<file path="config.mk">
export PLATFORM = sky130hd
export DESIGN_NAME = seq_alu
export DESIGN_NICKNAME = d
export VERILOG_FILES = /design/src/rtl/seq_alu.sv
export SDC_FILE = /design/constraint.sdc
export NUM_CORES = 1
export LEC_CHECK = 0
export CORE_MARGIN = 5
export CORE_UTILIZATION = 44
export CTS_CLUSTER_SIZE = 8
export DETAILED_ROUTE_END_ITERATION = 16
export DONT_BUFFER_PORTS = 1
export SYNTH_ARGS = -nofsm -noshare
export SYNTH_HDL_FRONTEND = slang
export SYNTH_SLANG_ARGS = --single-unit
export TNS_END_PERCENT = 10
</file>
<file path="constraint.sdc">
create_clock -name clk -period 2.5 [get_ports clk]
set_input_delay 0.125 -clock clk [delete_from_list [all_inputs] [get_ports clk]]
set_output_delay 0.125 -clock clk [all_outputs]
set_load 0.005 [all_outputs]
</file>
<file path="src/rtl/seq_alu.sv">
// Multi-cycle ALU: add/sub/logic in one FIN cycle, shift-add multiply and
// restoring divide over WIDTH CALC cycles, registered result/flags with start/busy/done.
module seq_alu #(
  parameter int unsigned WIDTH = 8
) (
  input  logic             clk,
  input  logic             rst,
  input  logic             start,
  input  logic [WIDTH-1:0] a,
  input  logic [WIDTH-1:0] b,
  input  logic [2:0]       opCode,
  input  logic             ci,
  output logic             busy,
  output logic             done,
  output logic [WIDTH-1:0] out,
  output logic             negativo,
  output logic             cero,
  output logic             acarreo,
  output logic             desbordamiento
);

  localparam int unsigned CW = (WIDTH > 2) ? $clog2(WIDTH) : 1;

  typedef enum logic [1:0] {IDLE, CALC, FIN} state_e;
  typedef enum logic [2:0] {
    OP_ADD = 3'b000, OP_MUL = 3'b001, OP_DIV = 3'b010, OP_SUB = 3'b011,
    OP_MOD = 3'b100, OP_AND = 3'b101, OP_OR  = 3'b110, OP_XOR = 3'b111
  } op_e;

  state_e           r_state, w_next;
  op_e              r_op, w_op_in;
  logic [WIDTH-1:0] r_a, r_b, r_hi, r_lo;
  logic             r_ci;
  logic [CW-1:0]    r_cnt;
  logic [WIDTH-1:0] r_out;
  logic             r_neg, r_zero, r_carry, r_ovf, r_done;

  logic             w_accept, w_iterative, w_last;
  logic [WIDTH:0]   w_madd, w_shift, w_diff, w_sum;
  logic [WIDTH-1:0] w_dif, w_step_hi, w_step_lo, w_res;
  logic             w_carry, w_ovf;

  assign w_op_in     = op_e'(opCode);
  assign w_accept    = (r_state == IDLE) && start;
  assign w_iterative = (w_op_in == OP_MUL) || (w_op_in == OP_DIV) || (w_op_in == OP_MOD);
  assign w_last      = (r_cnt == CW'(WIDTH - 1));

  always_ff @(posedge clk) begin
    if (rst) r_state <= IDLE;
    else     r_state <= w_next;
  end

  always_comb begin
    w_next = r_state;
    case (r_state)
      IDLE:    if (start) w_next = w_iterative ? CALC : FIN;
      CALC:    if (w_last) w_next = FIN;
      FIN:     w_next = IDLE;
      default: w_next = IDLE;
    endcase
  end

  // One iteration: mul accumulates into r_hi and shifts the product right through r_lo;
  // div shifts the dividend out of r_lo into the partial remainder and shifts quotient bits in.
  always_comb begin
    w_madd  = {1'b0, r_hi} + (r_lo[0] ? {1'b0, r_a} : '0);
    w_shift = {r_hi, r_lo[WIDTH-1]};
    w_diff  = w_shift - {1'b0, r_b};
    if (r_op == OP_MUL) begin
      w_step_hi = w_madd[WIDTH:1];
      w_step_lo = {w_madd[0], r_lo[WIDTH-1:1]};
    end else if (w_diff[WIDTH]) begin
      w_step_hi = w_shift[WIDTH-1:0];
      w_step_lo = {r_lo[WIDTH-2:0], 1'b0};
    end else begin
      w_step_hi = w_diff[WIDTH-1:0];
      w_step_lo = {r_lo[WIDTH-2:0], 1'b1};
    end
  end

  always_comb begin
    w_sum   = {1'b0, r_a} + {1'b0, r_b} + (WIDTH+1)'(r_ci);
    w_dif   = r_a - r_b;
    w_res   = '0;
    w_carry = 1'b0;
    w_ovf   = 1'b0;
    case (r_op)
      OP_ADD: begin
        w_res   = w_sum[WIDTH-1:0];
        w_carry = w_sum[WIDTH];
        w_ovf   = (r_a[WIDTH-1] == r_b[WIDTH-1]) && (w_sum[WIDTH-1] != r_a[WIDTH-1]);
      end
      OP_SUB: begin
        w_res   = w_dif;
        w_carry = (r_a >= r_b);
        w_ovf   = (r_a[WIDTH-1] != r_b[WIDTH-1]) && (w_dif[WIDTH-1] != r_a[WIDTH-1]);
      end
      OP_MUL: begin
        w_res = r_lo;
        w_ovf = |r_hi;
      end
      // b==0 falls out of the iteration as quotient all ones, remainder a
      OP_DIV: begin
        w_res = r_lo;
        w_ovf = (r_b == '0);
      end
      OP_MOD: begin
        w_res = r_hi;
        w_ovf = (r_b == '0);
      end
      OP_AND:  w_res = r_a & r_b;
      OP_OR:   w_res = r_a | r_b;
      OP_XOR:  w_res = r_a ^ r_b;
      default: w_res = '0;
    endcase
  end

  always_ff @(posedge clk) begin
    if (rst) begin
      r_op    <= OP_ADD;
      r_a     <= '0;
      r_b     <= '0;
      r_ci    <= 1'b0;
      r_hi    <= '0;
      r_lo    <= '0;
      r_cnt   <= '0;
      r_out   <= '0;
      r_neg   <= 1'b0;
      r_zero  <= 1'b0;
      r_carry <= 1'b0;
      r_ovf   <= 1'b0;
      r_done  <= 1'b0;
    end else begin
      r_done <= 1'b0;
      if (w_accept) begin
        r_op  <= w_op_in;
        r_a   <= a;
        r_b   <= b;
        r_ci  <= ci;
        r_hi  <= '0;
        r_lo  <= (w_op_in == OP_MUL) ? b : a;
        r_cnt <= '0;
      end
      if (r_state == CALC) begin
        r_hi  <= w_step_hi;
        r_lo  <= w_step_lo;
        r_cnt <= r_cnt + 1'b1;
      end
      if (r_state == FIN) begin
        r_out   <= w_res;
        r_neg   <= w_res[WIDTH-1];
        r_zero  <= (w_res == '0);
        r_carry <= w_carry;
        r_ovf   <= w_ovf;
        r_done  <= 1'b1;
      end
    end
  end

  assign busy           = (r_state != IDLE);
  assign done           = r_done;
  assign out            = r_out;
  assign negativo       = r_neg;
  assign cero           = r_zero;
  assign acarreo        = r_carry;
  assign desbordamiento = r_ovf;

endmodule

</file>
==> metrics.csv <==
stage,metric,value,unit
setup_path,cp-start-kind,flop,
setup_path,r2r_cells,12,
power,sw_frac_of_total,36.62,%
detailed_routing,vias,4662,
global_routing,overflow,0,
power,p_seq_share,35.0,%
clock_network,cts_buffers,5,
power,p_per_area,498.3,mW/mm²
clock_network,clk_latency,0.31,ns
sta,fmax,392.6,MHz
power,p_leak,2.249,nW
detailed_routing,finalWirelength,14.95,mm
hold_path,hold_end,r_hi[6],
detailed_routing,ant_nets,0,
setup_path,critPathKind,flop to flop,
hold_path,min_from,rst,
job,drv_cap,0,
setup_path,timing.rr.start,r_lo[7],
place,dp_cells,767,
synthesis,synth_seq_cells,53,
cells_and_area,area.growth.synth_to_final,19.77,%
run_status,status,finished with violations,
cells_and_area,final_nets,733,
setup_path,max_stage_delay,0.37,ns
detailed_routing,drc,0,
power,p_int,1.757,mW
clock_network,cts.sinks,53,
sta,tightest_slew,0.5736,ns
floorplan,design.core.area,0.01032,mm²
power,switchingPower,1.015,mW
global_routing,grt_pass1_wl,24.16,mm
detailed_routing,firstDrtPassIters,5,
synthesis,synthArstFlopShare,0,%
sta,slew_headroom,61.62,%
synthesis,synthCells,601,
synthesis,synth_edf_count,0,
synthesis,ys_seq_area_share,22.84,%
run_status,violations,setup timing,
synthesis,yosysUniqueCellTypes,72,
synthesis,synth_top_area_cell,dfxtp_1,
place,routabilityCongestion,0.9757,
power,p_total,2.772,mW
power,combPwrFrac,43.6,%
detailed_routing,drt_iter0_drc,291,
sta,skew,0.01373,ns
setup_path,required,2.71,ns
setup_path,end_kind,flop,
synthesis,netlist_area,0.004644,mm²
cells_and_area,final_cells,799,
setup_path,crit_path_top_delay_cell,fa_2,
clock_network,clkTransAtPathRegs,0.10,ns
global_routing,antenna_found_initial,0,
sta,worst_slack,-0.04739,ns
sta,finalWorstPathRequiredPeriod,2.547,ns
hold_path,hold_depth,3,
detailed_routing,drt-wirelength-per-cell,18.71,µm
synthesis,syn-num-nets,671,
synthesis,synth_ff_type,dfxtp_1,
setup_path,critPathMaxFanout,4,
floorplan,ioPinCount,37,
sta,finalHoldViolations,0,
floorplan,die_area,0.01271,mm²
hold_path,hold_class,input pin to flop,
floorplan,die_y,112.7,µm
global_routing,grt_pass1_vias,4512,
detailed_routing,avgViaCountPerCell,5.835,
setup_path,rr_endpoint,r_hi[7],
synthesis,yosysWarnings,0,
place,dpl.hpwl,11.68,mm
synthesis,synth.most_common_cell,nand2_1,
sta,layout_worst_path_cycle_share,101.9,%
sta,slew_violations,0,
clock_network,cts_buffer_depth,2,
floorplan,die_width,112.7,µm
place,io_buffers,0,
sta,rsz0062_at_grt,yes,
sta,holdWs,0.01694,ns
setup_path,path_cells,inv_1 -> ha_1 -> inv_1 -> fa_2 -> a211oi_4 -> o21bai_1 -> and4b_4 -> a311oi_4 -> buf_4 -> buf_4 -> mux2i_1 -> a211oi_2,
setup_path,critPathArrivalTime,2.75,ns
global_routing,grt_use_total,23.70,%
power,ir_drop,0.0003377,V
sta,setup_viol,5,
synthesis,yosysTopAreaCellShare,22.84,%
clock_network,cts_tree,built,
setup_path,rrSetupSlack,-0.05,ns
cells_and_area,n_fill_cell,964,
synthesis,ys_top_cells_by_count,"nand2_1, a21oi_1, dfxtp_1, nor2_1, ha_1",
synthesis,synth_area_leaders,"dfxtp_1, ha_1, a21oi_1",
power,p_clk_share,21.4,%
cells_and_area,antenna_cells,0,
cells_and_area,drive_gt1_share,17.50,%
clock_network,cts_root_buffer,clkbuf_8,
floorplan,initial_core_util,44.99,%
synthesis,synth_area_per_cell,7.728,µm²
global_routing,grt_start_max_net_pins,46,
floorplan,num_rows,37,
clock_network,htreeDepth,2,
[cells in the final DEF, fill, tap and decap left out, drive strengths merged, types with 4 or more instances in the layout]
master	Yosys	routed
xnor2	7	7
a21o	4	4
and2	14	14
a21oi	66	66
nand2b	12	12
inv	39	40
nor2b	9	9
a221oi	4	4
clkbuf	16	5
nor3b	4	4
mux2i	20	20
buf	23	74
fa	5	5
o22ai	4	4
nand3	10	10
nor4	4	4
o211ai	5	5
a311oi	8	8
nor2	49	49
a31oi	4	4
ha	42	42
dlygate4sd3	0	20
dfxtp	53	53
xor2	9	9
nor3	13	13
nand2	83	83
o21ai	18	18
o21a	6	6
a211oi	18	18
[sequential cells by signal, indices dropped and copies added, names as in the netlist, 2 cells and up]
register / flops
r_hi: 8
r_b: 8
r_lo: 8
r_state: 2
r_a: 8
r_cnt: 3
r_op: 3
out: 8
[how the worst max path moves through the flow]
stage | start | end | slack (ns)
2_1_floorplan | r_b[0] | r_hi[2] | 0.01
3_3_place_gp | r_lo[7] | r_hi[0] | -0.08
3_5_place_dp | r_lo[7] | r_hi[2] | -0.19
4_1_cts | r_lo[7] | r_hi[2] | -0.03
5_1_grt | r_lo[7] | r_hi[0] | -0.24
6_report | r_lo[7] | r_hi[7] | -0.05
[final cells by class]
class	count	area (µm²)	area share, %
clock buffers	5	68.82	1.237
clock inverters	2	38.79	0.6973
well taps	136	170.2	3.059
flip-flops and latches	53	1064	19.12
multi-input cells	470	3266	58.70
repair buffers	94	809.5	14.55
inverters	39	146.4	2.632
[worst max-delay path: cells and delay by family, from the launching register on]
| family | cells | cell delay (ns) |
|---|---|---|
| AOI/OAI and AO/OA | 4 | 0.77 |
| adders and majority gates | 2 | 0.51 |
| buffers and inverters | 4 | 0.41 |
| DFF | 1 | 0.32 |
| and+or+nand+nor | 1 | 0.22 |
| muxes | 1 | 0.20 |
[power groups by stage]
| stage | logic [mW] | registers (mW) | clock network, mW |
|---|---|---|---|
| after global placement | 1.07 | 0.986 | 0 |
| after global routing | 1.33 | 0.978 | 0.651 |
| after detailed placement | 1.09 | 0.987 | 0 |
| after floorplan | 0.762 | 0.971 | 0 |
| after CTS | 1.18 | 0.968 | 0.610 |
| final | 1.21 | 0.971 | 0.593 |
[kinds of logic (layout without fill, tap and decap cells)]
family,after synthesis,count (layout),synth area share (%)
compound gates,174,174,26.05
xor+xnor,16,16,3.017
fa+ha+maj,48,48,13.69
buf+inv,78,140,7.893
flops,53,53,22.84
mux,22,22,5.118
simple gates,210,210,21.39
[what timing repair did]
item                                    in CTS  in global routing
pin swaps                                    3                  7
gates resized for setup                      4                 10
endpoints found under the hold margin       45                  0
buffers inserted                             4                  0
hold buffers                                21                  0
endpoints found under the setup margin      11                 14
[stage by stage]
step                setup slack [ns]  area, µm²  util, %  setup TNS [ns]
CTS                         -0.02600       5533    53.59        -0.05447
finish                      -0.04739       5563    53.88         -0.1335
global placement            -0.07993       5160    49.98         -0.1733
floorplan                    0.01197       4647        -               0
global route                 -0.2363       5563    53.88          -1.979
detailed placement           -0.1941       5160    49.98         -0.7115
[layer usage]
metal | track usage (%) | wire [µm] | up-vias | share of wire (%)
met4 | 7.292 | 418 | 0 | 2.8
met3 | 4.171 | 1056 | 28 | 7.1
li1 | - | - | 2238 | -
met1 | 32.77 | 6693 | 2207 | 45
met5 | 0 | 0 | - | 0
met2 | 37.68 | 6777 | 189 | 45
Power figures use the tool's default switching activity.
